===== config.mk =====
export PLATFORM = sky130hd
export DESIGN_NAME = instruction_fetch_unit
export DESIGN_NICKNAME = d
export VERILOG_FILES = /design/src/rtl/instruction_fetch_unit.sv
export SDC_FILE = /design/constraint.sdc
export NUM_CORES = 1
export LEC_CHECK = 0
export ABC_AREA = 1
export ABC_CLOCK_PERIOD_IN_PS = 2600
export CORE_MARGIN = 2
export CORE_UTILIZATION = 40
export CTS_CLUSTER_DIAMETER = 50
export DETAILED_ROUTE_END_ITERATION = 16
export HOLD_SLACK_MARGIN = 0.1
export PLACE_DENSITY = 0.73
export SLEW_MARGIN = 20
export SYNTH_ARGS = -nofsm -noshare
export SYNTH_HDL_FRONTEND = slang
export SYNTH_SLANG_ARGS = --single-unit
export TNS_END_PERCENT = 1

===== constraint.sdc =====
create_clock -name clk -period 2.6 [get_ports clk]
set_input_delay 0.52 -clock clk [delete_from_list [all_inputs] [get_ports clk]]
set_output_delay 0.52 -clock clk [all_outputs]
set_load 0.02 [all_outputs]

===== src/rtl/instruction_fetch_unit.sv =====
// Fetch stage: owns the PC, fetches words over a req/ready handshake and presents the
// latched instruction to the control unit. Define FETCH_TIMEOUT_EN for the fetch watchdog.
module instruction_fetch_unit #(
    parameter logic [31:0] PC_RESET       = 32'h0000_0000,
    parameter int unsigned TIMEOUT_CYCLES = 16
) (
    input  logic        clk,
    input  logic        rst_n,
    input  logic        Stall,
    input  logic        Jump,
    input  logic        Branch,
    input  logic        Zero,
    input  logic [31:0] BranchOffset,
    input  logic [25:0] JumpTarget,
    output logic        IMemReq,
    output logic [31:0] IMemAddr,
    input  logic        IMemReady,
    input  logic [31:0] IMemData,
    output logic [31:0] Instr,
    output logic [5:0]  Opcode,
    output logic [5:0]  Funct,
    output logic        InstrValid,
    output logic [31:0] PC,
    output logic [31:0] PCPlus4,
    output logic        FetchErr
);

    typedef enum logic [1:0] {
        StBoot,
        StReq,
        StIssue,
        StErr
    } state_e;

    state_e      state_q, state_d;
    logic [31:0] pc_q, pc_d;
    logic [31:0] pc_plus4_q, pc_plus4_d;
    logic [31:0] instr_q, instr_d;
    logic        valid_q, valid_d;
    logic        req_q, req_d;
    logic [31:0] next_pc;

`ifdef FETCH_TIMEOUT_EN
    localparam logic [4:0] TimeoutLast = 5'(TIMEOUT_CYCLES - 1);

    logic [4:0] wait_cnt_q, wait_cnt_d;
    logic       err_q, err_d;
`else
    logic unused_timeout_cycles;
    assign unused_timeout_cycles = ^TIMEOUT_CYCLES;
`endif

    // Jump beats a taken branch; the branch offset is in words.
    always_comb begin
        if (Jump) begin
            next_pc = {pc_plus4_q[31:28], JumpTarget, 2'b00};
        end else if (Branch && Zero) begin
            next_pc = pc_plus4_q + (BranchOffset << 2);
        end else begin
            next_pc = pc_plus4_q;
        end
    end

    always_comb begin
        state_d    = state_q;
        pc_d       = pc_q;
        pc_plus4_d = pc_plus4_q;
        instr_d    = instr_q;
        valid_d    = valid_q;
        req_d      = req_q;
`ifdef FETCH_TIMEOUT_EN
        wait_cnt_d = wait_cnt_q;
        err_d      = err_q;
`endif
        unique case (state_q)
            StBoot: begin
                req_d   = 1'b1;
                state_d = StReq;
`ifdef FETCH_TIMEOUT_EN
                wait_cnt_d = '0;
`endif
            end
            StReq: begin
                if (IMemReady) begin
                    instr_d = IMemData;
                    valid_d = 1'b1;
                    req_d   = 1'b0;
                    state_d = StIssue;
`ifdef FETCH_TIMEOUT_EN
                end else if (wait_cnt_q == TimeoutLast) begin
                    err_d   = 1'b1;
                    req_d   = 1'b0;
                    state_d = StErr;
                end else begin
                    wait_cnt_d = wait_cnt_q + 5'd1;
`endif
                end
            end
            StIssue: begin
                if (!Stall) begin
                    pc_d       = next_pc;
                    pc_plus4_d = next_pc + 32'd4;
                    valid_d    = 1'b0;
                    req_d      = 1'b1;
                    state_d    = StReq;
`ifdef FETCH_TIMEOUT_EN
                    wait_cnt_d = '0;
`endif
                end
            end
            StErr: begin
                // Terminal until reset.
                valid_d = 1'b0;
                req_d   = 1'b0;
            end
            default: state_d = StBoot;
        endcase
    end

    always_ff @(posedge clk or negedge rst_n) begin
        if (!rst_n) begin
            state_q    <= StBoot;
            pc_q       <= PC_RESET;
            pc_plus4_q <= PC_RESET + 32'd4;
            instr_q    <= '0;
            valid_q    <= 1'b0;
            req_q      <= 1'b0;
        end else begin
            state_q    <= state_d;
            pc_q       <= pc_d;
            pc_plus4_q <= pc_plus4_d;
            instr_q    <= instr_d;
            valid_q    <= valid_d;
            req_q      <= req_d;
        end
    end

`ifdef FETCH_TIMEOUT_EN
    always_ff @(posedge clk or negedge rst_n) begin
        if (!rst_n) begin
            wait_cnt_q <= '0;
            err_q      <= 1'b0;
        end else begin
            wait_cnt_q <= wait_cnt_d;
            err_q      <= err_d;
        end
    end

    assign FetchErr = err_q;
`else
    assign FetchErr = 1'b0;
`endif

    assign IMemReq    = req_q;
    assign IMemAddr   = pc_q;
    assign PC         = pc_q;
    assign PCPlus4    = pc_plus4_q;
    assign Instr      = instr_q;
    assign Opcode     = instr_q[31:26];
    assign Funct      = instr_q[5:0];
    assign InstrValid = valid_q;

endmodule

After elaboration in Yosys (flattened, before gate mapping)
Cells that the tools add are included.
{ "word_totals": {"ramBits": 0, "romBits": 0, "input_bits": 97, "out_inout_bits": 143, "wordCells": 34, "register_bits": 100, "memories": 0, "latchBits": 0} }
{ "classes": {"div_mod_pow": 0, "add_sub_neg": 2, "magnitude_cmp": 0, "n_eq_ne": 5, "mul": 0, "shifts": 0, "muxes": 11, "n_reduce_logical": 9, "n_bitwise": 1} }
{ "op_table": {"columns": ["cell", "n"], "rows": [
  ["32-bit 2-to-1 mux", 2],
  ["32-bit by 3-bit adder with 32-bit output, second input constant", 1],
  ["32-bit adder", 1],
  ["2-bit one-hot mux with 3 select lines", 1],
  ["2-bit AND reduction", 3],
  ["3-bit AND reduction", 2],
  ["3-bit nonzero test", 2],
  ["2-bit equality test, second input constant", 2],
  ["1-bit 2-to-1 mux", 4],
  ["2-bit 2-to-1 mux", 2],
  ["2-bit != test, second input constant", 2],
  ["1-bit one-hot mux with 4 select lines", 1],
  ["1-bit one-hot mux with 3 select lines", 1],
  ["2-bit by 1-bit equality test with 1-bit output, second input constant", 1],
  ["2-bit logical NOT", 1],
  ["1-bit logical AND", 1],
  ["1-bit inverter", 1]
]} }

Longest topological paths before layout
Gate-level depths: netlist (run 1).
{ "logic_depth": {"depth_word": 4, "mapped_depth": 22, "ltp_nobuf": 22} }

Worst setup path after synthesis (run 1)
No wires, ideal clock.
{ "synth_path": {"path_kind": "input to register", "from": "input port BranchOffset[0]", "to": "register pc_plus4_q[26] (netlist: PCPlus4[26])", "setup_slack_ns": -0.239, "stages": 20, "arrival_ns": 2.722, "setup_time_ns": 0.117, "n_path_buf": 0, "required_time_ns": 2.483, "path_cell_list": "ha_1 > fa_1 > inv_1 > nand3_1 > nand3_1 > nand2_2 > ha_1 > inv_1 > nor2_2 > nand3_2 > nor2_1 > nand2_2 > nor2_4 > nand2_1 > nor2_1 > nand2_1 > nor2_4 > nand3_1 > nand3_1 > nand2_1"} }
{ "synth_via": {"elab_chain_cells": 4} }
{ "synth_rtl": {"columns": ["element", "line_no", "text"], "rows": [
  ["start: declaration", "13", "input logic [31:0] BranchOffset,"],
  ["32-bit adder", "58", "next_pc = pc_plus4_q + (BranchOffset << 2);"],
  ["32-bit 2-to-1 mux", "57", "end else if (Branch && Zero) begin"],
  ["32-bit 2-to-1 mux", "55", "if (Jump) begin"],
  ["named net next_pc[3]", "41", "logic [31:0] next_pc;"],
  ["32-bit by 3-bit adder with 32-bit output", "102", "pc_plus4_d = next_pc + 32'd4;"],
  ["end signal: assignment", "124", "pc_plus4_q <= PC_RESET + 32'd4;"],
  ["end signal: assignment", "131", "pc_plus4_q <= pc_plus4_d;"],
  ["end: declaration", "37", "logic [31:0] pc_plus4_q, pc_plus4_d;"]
]} }
The timed path passes the listed nets, and every way through them passes these cells.
A chain may end at the register's enable or synchronous reset.

Final worst setup path (run 1)
{ "layout_path": {"from": "register pc_plus4_q[2] (netlist: PCPlus4[2])", "to": "register pc_plus4_q[30] (netlist: PCPlus4[30])"} }
{ "layout_via": {"elab_chain_cells": 4} }
{ "layout_rtl": {"columns": ["element", "line_no"], "rows": [
  ["32-bit adder", "58"],
  ["32-bit 2-to-1 mux (*)", "57"],
  ["32-bit 2-to-1 mux (*)", "55"],
  ["32-bit by 3-bit adder with 32-bit output (*)", "102"]
]} }
Every way passes the cells marked *; elsewhere a longest branch is shown, timed or not.

==> results.sh, run 1 <==
export IMPL_end_kind="flip-flop"
export IMPL_p_switching_mw=6.23
export IMPL_crit_family="simple AND/OR/NAND/NOR gates"
export IMPL_grt_max_degree=43
export IMPL_power_frac_comb=0.689
export IMPL_synth_avg_cell_area_um2=6.66
export IMPL_ant_nets=0
export IMPL_drive_gt1_frac=0.239
export IMPL_drtIter0Drc=513
export IMPL_gp_congestion=0.955
export IMPL_path_clk_slew_ns=0.07
export IMPL_dpl_hpwl_mm=21.0
export IMPL_worst_slack_ns=-0.286
export IMPL_synth_seq_cells=96
export IMPL_synthCells=1169
export IMPL_cts_tree="yes"
export IMPL_dieWidth_um=143
export IMPL_hold_viol=0
export IMPL_cpMostUsedCell="nand2_1"
export IMPL_synthFlopType="dfrtp_1"
export IMPL_grt_usage=0.251
export IMPL_maxSlewHeadroom=0.612
export IMPL_yosysSeqAreaShare=0.309
export IMPL_status="complete, but fails checks"
export IMPL_ys_types=41
export IMPL_layoutNonFillerInstCount=1790
export IMPL_cp_arrival_ns=3.16
export IMPL_port_buffer_count=230
export IMPL_overflow=0
export IMPL_setup_viol=21
export IMPL_routed_wl_mm=26.2
export IMPL_rsz0062_at_grt="true"
export IMPL_grt_pass1_wl_mm=40.7
export IMPL_rows=51
export IMPL_hold_class="input pin to async pin"
export IMPL_clockRootBuffer="clkbuf_16"
export IMPL_regToRegStartpoint="PCPlus4[2]$_DFFE_PN1P_"
export IMPL_wl_per_cell_um=14.6
export IMPL_cts_hold_buf=0
export IMPL_p_per_area_nw_per_um2=1150
export IMPL_antenna_found_initial=0
export IMPL_max_stage_delay_ns=0.42
export IMPL_synthArstFlopShare=1.00
export IMPL_cts_max_path_buffers=2
export IMPL_die_area_um2=20600
export IMPL_p_sw_frac=0.450
export IMPL_clkPwrFrac=0.103
export IMPL_ys_warn_count=0
export IMPL_synth_top_cells_by_count="410 x nand2_1, 161 x inv_1, 95 x dfrtp_1"
export IMPL_initial_utilization=0.404
export IMPL_syn_area_um2=7780
export IMPL_internal_power_mw=7.63
export IMPL_cp_required_ns=2.88
export IMPL_timing_max_cap_violations=0
export IMPL_cts_made_buffers=9
export IMPL_min_period_ns=2.89
export IMPL_critPathSlowestCell="fa_1"
export IMPL_via_per_inst=4.82
export IMPL_synth_area_leaders="dfrtp_1 31%, nand2_1 20%, inv_1 7.8%"
export IMPL_p_leak_nw=6.07
export IMPL_nets=1648
export IMPL_synth_most_common_cell="nand2_1"
export IMPL_htreeDepth=3
export IMPL_period_share=1.11
export IMPL_skew_ns=0.00713
export IMPL_maxSlewViolCount=0
export IMPL_max_freq_ghz=0.346
export IMPL_place_ws_ns=-0.914
export IMPL_fill_cells=1747
export IMPL_vdd_drop_max_mv=0.726
export IMPL_crit_path_max_fanout=5
export IMPL_synth_edff_count=0
export IMPL_violations="negative setup slack"
export IMPL_dp_cells=1769
export IMPL_layout_area_overhead_vs_synth_pct=55.2
export IMPL_first_pass_iters=5
export IMPL_synth_top_area_frac=0.306
export IMPL_reg2reg_slack_ns=-0.29
export IMPL_critPathLaunchType="flip-flop"
export IMPL_via_count=8619
export IMPL_worstSetupPathType="flip-flop to flip-flop"
export IMPL_synth_top_area_cell="dfrtp_1"
export IMPL_cp_num_buf_inv=0
export IMPL_pwr_share_seq=0.208
export IMPL_drcViolationCount=0
export IMPL_core_area_um2=19300
export IMPL_die_y_um=143
export IMPL_n_antenna_cell=0
export IMPL_tightest_slew_ns=0.582
export IMPL_reg2reg_depth=19
export IMPL_r2r_end="PCPlus4[30]$_DFFE_PN0P_"
export IMPL_clk_latency_ns=0.34
export IMPL_ios=240
export IMPL_first_global_vias=8430
export IMPL_cp_cell_sequence="ha_4, fa_1, nand2_1, nand2_1, nand3_1, nand2_1, nand2_1, nand3_1, a21oi_2, nand2_1, nor2_4, nand2_1, nor2_2, nand2_2, nor2_4, nand2_1, nand2_1, nand3_2, nand2_1"
export IMPL_cts_sinks=96
==> state kept, by name (all words and copies together), names as in the netlist <==
name	count
IMemAddr	30
Instr	32
IMemReq	1
state_q	2
InstrValid	1
PCPlus4	30
==> final cells by class <==
class	instances	area (um^2)	area share
clock buffer	9	225	0.0187
clock inverter	7	95.1	0.00788
inverter	174	658	0.0545
multi-input combinational	832	4680	0.387
sequential	96	2400	0.199
tap	265	332	0.0275
timing repair buffer	407	3680	0.305
==> placed cells by master (no fill, tap or decap), types with 2 or more instances in the layout <==
| cell type | count |
|---|---|
| a21oi_1 | 42 |
| nand2_2 | 27 |
| bufinv_16 | 2 |
| nand2_4 | 3 |
| xnor2_1 | 3 |
| nor2_1 | 64 |
| ha_4 | 18 |
| inv_1 | 160 |
| ha_1 | 12 |
| nor2_4 | 13 |
| clkdlybuf4s50_1 | 221 |
| inv_2 | 11 |
| mux2_2 | 33 |
| clkinv_4 | 2 |
| dfrtp_1 | 95 |
| dlygate4sd2_1 | 6 |
| clkinv_2 | 2 |
| nor3_2 | 2 |
| nand3b_1 | 8 |
| o21ai_0 | 30 |
| a21oi_4 | 4 |
| buf_12 | 5 |
| nand2_1 | 397 |
| buf_4 | 173 |
| nand4_1 | 12 |
| o21ai_1 | 6 |
| nand3_2 | 18 |
| conb_1 | 7 |
| clkinv_1 | 2 |
| or2_2 | 9 |
| nor2_2 | 20 |
| nand3_1 | 81 |
| o31ai_1 | 4 |
| a21oi_2 | 9 |
| clkbuf_16 | 9 |
==> stage by stage <==
step	power [mW]	instance area (um^2)	hold WS [ns]	utilization	setup TNS (ns)
floorplan	7.86	7830	0.224	-	-0.884
global placement	11.8	11300	0.482	0.589	-22.36
detailed placement	12.0	11300	0.491	0.589	-24.78
CTS	13.7	11900	0.193	0.618	-2.89
global route	14.8	12100	0.205	0.626	-7.84
finish	13.9	12100	0.177	0.626	-3.37
==> what timing repair did <==
action                                  4_1_cts  5_1_grt
pin swaps                                    14        8
resized for setup                            49       31
endpoints found under the setup margin       31       34
buffers inserted                              2        3
==> metal layers <==
| layer | vias up | wire, um | global-route usage |
|---|---|---|---|
| li1 | 4307 | - | - |
| met1 | 3967 | 11800 | 0.340 |
| met2 | 303 | 12200 | 0.417 |
| met3 | 42 | 1690 | 0.0340 |
| met4 | 0 | 562 | 0.0759 |
| met5 | - | 0 | 0 |
==> cell families (layout without fill, tap and decap cells) <==
kind of cell               after synthesis  after routing  synth area share
AOI/OAI and AO/OA                      102            102            0.0756
xor gates and xnor gates                 3              3           0.00338
adders and majority gates               31             31            0.0508
buffers and inverters                  247            597             0.145
DFF                                     96             96             0.309
muxes                                   33             33            0.0478
other                                    1              7          0.000482
and+or+nand+nor                        656            656             0.368
==> how the worst max path moves through the flow <==
stage,cells past startpoint,startpoint,endpoint
floorplan,20,BranchOffset[0],PCPlus4[30]$_DFFE_PN0P_
global placement,21,BranchOffset[0],PCPlus4[30]$_DFFE_PN0P_
detailed placement,21,BranchOffset[0],PCPlus4[30]$_DFFE_PN0P_
CTS,20,PCPlus4[2]$_DFFE_PN1P_,PCPlus4[27]$_DFFE_PN0P_
global route,20,PCPlus4[2]$_DFFE_PN1P_,PCPlus4[27]$_DFFE_PN0P_
finish,19,PCPlus4[2]$_DFFE_PN1P_,PCPlus4[30]$_DFFE_PN0P_
==> power groups by stage <==
| stage | clock [mW] | combinational (mW) | sequential (mW) |
|---|---|---|---|
| 2_1_floorplan | 0 | 4.28 | 3.57 |
| 3_3_place_gp | 0 | 9.00 | 2.83 |
| 3_5_place_dp | 0 | 9.11 | 2.84 |
| 4_1_cts | 1.46 | 9.35 | 2.87 |
| 5_1_grt | 1.52 | 10.4 | 2.98 |
| 6_report | 1.42 | 9.55 | 2.89 |
(Power assumes the default switching activity.)
==> run 2, diff against run 1 <==
--- a/config.mk
+++ b/config.mk
@@ -5,14 +5,13 @@
 export SDC_FILE = /design/constraint.sdc
 export NUM_CORES = 1
 export LEC_CHECK = 0
-export ABC_AREA = 1
 export ABC_CLOCK_PERIOD_IN_PS = 2600
 export CORE_MARGIN = 2
 export CORE_UTILIZATION = 40
 export CTS_CLUSTER_DIAMETER = 50
 export DETAILED_ROUTE_END_ITERATION = 16
 export HOLD_SLACK_MARGIN = 0.1
-export PLACE_DENSITY = 0.73
+export PLACE_DENSITY = 0.75
 export SLEW_MARGIN = 20
 export SYNTH_ARGS = -nofsm -noshare
 export SYNTH_HDL_FRONTEND = slang
==> run 2 against run 1 <==
  * Largest cell class unchanged
  * Synthesized area decreased by 11%
  * Die area decreased by 11%
  * Non-clock buffer count increased by 31
  * Synthesized cell count decreased by 31%
  * The run still ends with negative setup slack left
  * Worst setup slack got worse by 1.0 ns
  * Critical path depth decreased by 4
  * Clock-buffer cell count unchanged
  * Sequential cell count unchanged
  * Hold slack improved by 0.0055 ns
  * Routed wire length about the same
==> results.sh, run 2 <==
export IMPL_worstSetupPathType="input pin to flip-flop"
export IMPL_synth_avg_cell_area_um2=8.54
export IMPL_yosysSeqAreaShare=0.347
export IMPL_crit_path_max_fanout=7
export IMPL_syn_area_um2=6930
export IMPL_synth_top_area_frac=0.343
export IMPL_yosys_area_share_xor_xnor=0.0506
export IMPL_vdd_drop_max_mv=0.688
export IMPL_synthSimpleGateAreaFrac=0.203
export IMPL_routed_wl_mm=26.2
export IMPL_final_cell_mix="221 x clkdlybuf4s50_1, 205 x buf_4, 124 x nand2_1"
export IMPL_tightest_slew_ns=0.642
export IMPL_via_count=7609
export IMPL_dieWidth_um=136
export IMPL_synthAdderAreaFrac=0.0571
export IMPL_core_area_um2=17100
export IMPL_p_leak_nw=5.03
export IMPL_end_kind="flip-flop"
export IMPL_p_per_area_nw_per_um2=1120
export IMPL_synth_area_leaders="dfrtp_1 34%, nand2_1 6.8%, o21ai_0 5.9%"
export IMPL_rsz0062_at_grt="true"
export IMPL_path_clk_slew_ns=0.07
export IMPL_synth_edff_count=0
export IMPL_violations="negative setup slack"
export IMPL_ios=240
export IMPL_setup_worst_path_start="BranchOffset[3]"
export IMPL_status="complete, but fails checks"
export IMPL_synth_compound_area_frac=0.193
export IMPL_clockRootBuffer="clkbuf_16"
export IMPL_cts_tree="yes"
export IMPL_drcViolationCount=0
export IMPL_synth_mux_area_frac=0.0640
export IMPL_layout_area_overhead_vs_synth_pct=65.8
export IMPL_gp_congestion=0.975
export IMPL_first_global_vias=7479
export IMPL_cp_cell_sequence="clkdlybuf4s50_1, ha_1, buf_4, nand3_1, o211ai_1, buf_4, a21oi_2, mux2_4, nor2_4, or4_4, or3_4, or3_4, nor3_1, xor2_1, o21ai_0"
export IMPL_grt_usage=0.283
export IMPL_n_antenna_cell=0
export IMPL_ant_nets=0
export IMPL_antenna_found_initial=0
export IMPL_synth_top_area_cell="dfrtp_1"
export IMPL_initial_utilization=0.405
export IMPL_wl_per_cell_um=18.6
export IMPL_met1Wirelength_mm=11.3
export IMPL_synthArstFlopShare=1.00
export IMPL_hold_class="input pin to async pin"
export IMPL_dpl_hpwl_mm=20.4
export IMPL_critPathSlowestCell="or4_4"
export IMPL_die_y_um=136
export IMPL_synth_most_common_cell="nand2_1"
export IMPL_regToRegStartpoint="PCPlus4[2]$_DFFE_PN1P_"
export IMPL_maxSlewHeadroom=0.572
export IMPL_synth_top_family_by_area="simple AND/OR/NAND/NOR gates"
export IMPL_max_stage_delay_ns=0.48
export IMPL_layoutNonFillerInstCount=1407
export IMPL_nets=1305
export IMPL_ys_types=65
export IMPL_cts_max_path_buffers=2
export IMPL_timing_max_cap_violations=0
export IMPL_stdcell_area_um2=11500
export IMPL_synthFlopType="dfrtp_1"
export IMPL_cts_sinks=96
export IMPL_fin_total_pwr_mw=12.9
export IMPL_die_area_um2=18400
export IMPL_critPathLaunchType="input pin"
export IMPL_max_freq_ghz=0.257
export IMPL_cts_hold_buf=0
export IMPL_cp_arrival_ns=4.09
export IMPL_dp_cells=1385
export IMPL_ys_warn_count=0
export IMPL_rows=48
export IMPL_placed_cell_area_um2=10600
export IMPL_met3_length_mm=1.85
export IMPL_via_per_inst=5.41
export IMPL_worst_slack_ns=-1.28
export IMPL_drtIter0Drc=531
export IMPL_maxSlewViolCount=0
export IMPL_cts_made_buffers=9
export IMPL_highest_layer="met4"
export IMPL_synth_top_cells_by_count="126 x nand2_1, 95 x dfrtp_1, 82 x o21ai_0"
export IMPL_largest_reg_flops=32
export IMPL_hold_viol=0
export IMPL_grt_max_degree=50
export IMPL_period_share=1.49
export IMPL_cp_required_ns=2.81
export IMPL_overflow=0
export IMPL_grt_pass1_wl_mm=40.1
export IMPL_drive_gt1_frac=0.305
export IMPL_skew_ns=0.00988
export IMPL_min_period_ns=3.88
export IMPL_layout_commonest_cell="clkdlybuf4s50_1"
export IMPL_synth_seq_cells=96
export IMPL_clk_latency_ns=0.35
export IMPL_htreeDepth=3
export IMPL_port_buffer_count=230
export IMPL_first_pass_iters=5
export IMPL_setup_viol=39
export IMPL_synthCells=811
export IMPL_wl_met2_mm=12.3
-- run 2: per-layer routing --
| layer | up-vias | GRT usage |
|---|---|---|
| met1 | 3618 | 0.382 |
| met2 | 351 | 0.462 |
| met3 | 62 | 0.0464 |
| met5 | - | 0 |
| met4 | 0 | 0.0972 |
| li1 | 3578 | - |
-- run 2: where the power goes --
part           switching, mW  internal [mW]  total [mW]
Clock                  0.665          0.680        1.35
Combinational           4.37           4.44        8.81
Sequential             0.612           2.15        2.76
-- run 2: final timing paths --
| check | end | slack, ns | depth (start not counted) |
|---|---|---|---|
| max in group asynchronous | PCPlus4[18]$_DFFE_PN0P_ | 1.67 | 2 |
| min reg2reg | Instr[8]$_DFFE_PN0P_ | 0.51 | 1 |
| max | PCPlus4[27]$_DFFE_PN0P_ | -1.28 | 15 |
| min | IMemAddr[2]$_DFFE_PN0P_ | 0.18 | 1 |
| max reg2reg | PCPlus4[27]$_DFFE_PN0P_ | -1.25 | 13 |
| min in group clk | Instr[8]$_DFFE_PN0P_ | 0.51 | 1 |
-- run 2: logic make-up after synthesis --
group                    after synthesis
other                                  1
multiplexers                          40
AO/OA/AOI/OAI                        210
adder cells (fa/ha/maj)               31
buffers and inverters                102
flip-flops                            96
AND/OR/NAND/NOR                      291
XOR/XNOR                              40
-- run 2: through the flow --
stage	hold slack (ns)	TNS, ns	util	setup WS, ns
after floorplan	0.224	-16.88	-	-1.17
after global placement	0.487	-46.99	0.619	-1.73
after detailed placement	0.492	-49.28	0.619	-1.78
after CTS	0.208	-23.24	0.661	-1.25
after global routing	0.234	-28.96	0.671	-1.39
final	0.182	-23.87	0.671	-1.28
-- run 2: layout make-up --
class | instances | area (um^2)
clock buffer | 9 | 225
clock inverter | 7 | 72.6
fill | 1370 | 5630
inverter | 13 | 48.8
multi-input combinational | 619 | 4550
sequential | 96 | 2400
tap | 225 | 282
timing repair buffer | 438 | 3900
-- run 2: critical path: cells and delay by family --
family / cells / cell delay (ns)
and+or+nand+nor: 6 / 1.63
buffers and inverters: 3 / 0.79
AOI/OAI and AO/OA: 3 / 0.46
adders and majority gates: 1 / 0.31
muxes: 1 / 0.21
xor gates and xnor gates: 1 / 0.17
-- run 2: timing repair --
item | in CTS | in global routing
setup endpoints to repair | 44 | 48
gates resized for setup | 72 | 37
pin swaps | 22 | 16
setup buffers | 5 | 1
endpoints found under the hold margin | 0 | 0
==> run 3, diff against run 2 <==
--- a/config.mk
+++ b/config.mk
@@ -11,7 +11,8 @@
 export CTS_CLUSTER_DIAMETER = 50
 export DETAILED_ROUTE_END_ITERATION = 16
 export HOLD_SLACK_MARGIN = 0.1
-export PLACE_DENSITY = 0.75
+export PLACE_DENSITY = 0.84
+export SETUP_SLACK_MARGIN = 0.4
 export SLEW_MARGIN = 20
 export SYNTH_ARGS = -nofsm -noshare
 export SYNTH_HDL_FRONTEND = slang
==> run 3 against run 2 <==
  * The run still ends with negative setup slack left
  * Sequential share of layout area decreased by 0.33 points
  * Die area unchanged
  * Largest power group unchanged
  * Highest routed layer unchanged
  * Sequential power increased by 2%
==> results.sh, run 3 (synthesis results as in run 2) <==
export IMPL_status="complete, but fails checks"
export IMPL_violations="negative setup slack"
export IMPL_utilization=0.682
export IMPL_highest_layer="met4"
export IMPL_reg2reg_slack_ns=-1.16
export IMPL_grt_max_degree=45
export IMPL_met3_length_mm=2.54
export IMPL_max_stage_delay_ns=0.57
export IMPL_cts_made_buffers=9
export IMPL_core_area_um2=17100
export IMPL_cp_arrival_ns=4.03
export IMPL_grt_usage=0.285
export IMPL_clkPwrFrac=0.100
export IMPL_die_area_um2=18400
export IMPL_setup_viol=32
export IMPL_cts_tree="yes"
export IMPL_power_frac_comb=0.689
export IMPL_cp_cell_sequence="ha_4, fa_2, a21o_4, a311oi_4, or4_4, a211oi_2, a211oi_2, or4_4, or3_4, or3_4, nor4_4, mux2i_1, xnor2_1"
export IMPL_largest_reg_flops=32
export IMPL_p_switching_mw=5.87
export IMPL_wl_met2_mm=12.7
export IMPL_cts_max_path_buffers=2
export IMPL_via_count=7808
export IMPL_drive_gt1_frac=0.327
export IMPL_gp_congestion=1.01
export IMPL_tightest_slew_ns=0.583
export IMPL_crit_path_max_fanout=5
export IMPL_antenna_found_initial=0
export IMPL_critPathLaunchType="flip-flop"
export IMPL_cts_hold_buf=0
export IMPL_ios=240
export IMPL_maxSlewHeadroom=0.611
export IMPL_vdd_drop_max_mv=0.689
export IMPL_path_clk_slew_ns=0.07
export IMPL_min_period_ns=3.76
export IMPL_clockRootBuffer="clkbuf_16"
export IMPL_reg2reg_depth=13
export IMPL_setup_worst_path_start="PCPlus4[2]$_DFFE_PN1P_"
export IMPL_cp_required_ns=2.87
export IMPL_dpl_hpwl_mm=19.9
export IMPL_htreeDepth=3
export IMPL_nets=1302
export IMPL_hold_viol=0
export IMPL_critPathSlowestCell="dfstp_2"
export IMPL_internal_power_mw=7.42
export IMPL_hold_class="input pin to async pin"
export IMPL_r2r_end="PCPlus4[31]$_DFFE_PN0P_"
export IMPL_p_per_area_nw_per_um2=1140
export IMPL_layout_area_overhead_vs_synth_pct=68.6
export IMPL_skew_ns=0.00717
export IMPL_pwr_share_seq=0.211
export IMPL_drtIter0Drc=803
export IMPL_max_freq_ghz=0.266
export IMPL_dieWidth_um=136
export IMPL_port_buffer_count=230
export IMPL_routed_wl_mm=27.0
export IMPL_rows=48
export IMPL_rsz0062_at_grt="true"
export IMPL_initial_utilization=0.405
export IMPL_wl_per_cell_um=19.2
export IMPL_overflow=0
export IMPL_layout_commonest_cell="clkdlybuf4s50_1"
export IMPL_crit_end="PCPlus4[31]$_DFFE_PN0P_"
export IMPL_ant_nets=0
export IMPL_p_sw_frac=0.442
export IMPL_first_pass_iters=6
export IMPL_worstSetupPathType="flip-flop to flip-flop"
export IMPL_p_leak_nw=5.04
export IMPL_via_per_inst=5.56
export IMPL_clk_latency_ns=0.35
export IMPL_end_kind="flip-flop"
export IMPL_first_global_vias=7595
export IMPL_die_y_um=136
export IMPL_timing_max_cap_violations=0
export IMPL_final_cell_mix="206 x clkdlybuf4s50_1, 201 x buf_4, 123 x nand2_1"
export IMPL_fin_total_pwr_mw=13.3
export IMPL_maxSlewViolCount=0
export IMPL_period_share=1.45
export IMPL_drcViolationCount=0
export IMPL_worst_slack_ns=-1.16
export IMPL_hold_ws_ns=0.165
export IMPL_met1Wirelength_mm=10.8
export IMPL_regToRegStartpoint="PCPlus4[2]$_DFFE_PN1P_"
export IMPL_n_antenna_cell=0
export IMPL_grt_pass1_wl_mm=41.0
export IMPL_cts_sinks=96
-- run 3: cell count changes in the layout (fill, tap and decap cells not counted), moves of 4 or more --
cell	change
clkdlybuf4s50_1	-15
dlygate4sd2_1	+13
o21ai_0	-12
o21ai_1	+10
ha_1	-8
ha_4	+8
a211oi_2	+5
a211oi_1	-4
buf_4	-4
-- run 3: what timing repair did --
item | CTS | global route
endpoints found under the setup margin | 55 | 55
resized for setup | 116 | 67
setup buffers | 4 | 0
pin swaps | 44 | 30
-- run 3: through the flow --
stage / TNS, ns / instances / instance area, um^2 / setup WS (ns)
after floorplan: -16.88 / 817 / 7000 / -1.17
after global placement: -47.01 / 1384 / 10600 / -1.74
after detailed placement: -50.27 / 1384 / 10600 / -1.82
after CTS: -20.45 / 1404 / 11400 / -1.16
after global routing: -25.76 / 1404 / 11700 / -1.27
final: -21.59 / 1404 / 11700 / -1.16
-- run 3: worst min-delay path by stage --
stage,start,end,slack (ns),cells after the start
after floorplan,rst_n,IMemAddr[10]$_DFFE_PN0P_,0.22,0
after global placement,Instr[7]$_DFFE_PN0P_,Instr[7]$_DFFE_PN0P_,0.49,1
after detailed placement,Instr[6]$_DFFE_PN0P_,Instr[6]$_DFFE_PN0P_,0.49,1
after CTS,rst_n,IMemAddr[3]$_DFFE_PN0P_,0.18,1
after global routing,rst_n,IMemAddr[7]$_DFFE_PN0P_,0.21,1
final,rst_n,IMemAddr[2]$_DFFE_PN0P_,0.17,1
-- run 3: routing by layer --
layer,GRT usage,vias to the layer above
met4,0.0995,0
met2,0.469,461
met3,0.0490,71
met5,0,-
li1,-,3575
met1,0.377,3701
-- run 3: critical path: cells and delay by family, from the launching register on --
| family | cells | cell delay, ns |
|---|---|---|
| simple gates | 5 | 1.81 |
| flops | 1 | 0.57 |
| compound gates | 4 | 0.56 |
| fa+ha+maj | 2 | 0.35 |
| mux | 1 | 0.25 |
| xor+xnor | 1 | 0.14 |
-- run 3: power groups by stage --
stage               combinational (mW)  sequential [mW]  clock (mW)
floorplan                         3.29             3.45           0
global placement                  7.93             2.70           0
detailed placement                8.05             2.73           0
CTS                               8.68             2.78        1.36
global route                      9.68             2.88        1.42
finish                            9.15             2.81        1.33
-- run 3: final cells by class --
class | count | area [um^2]
Sequential cell | 96 | 2410
Multi-Input combinational cell | 619 | 4790
Inverter | 13 | 51.3
Tap cell | 225 | 282
Clock inverter | 7 | 61.3
Clock buffer | 9 | 225
Fill cell | 1249 | 5440
Timing Repair Buffer | 435 | 3870
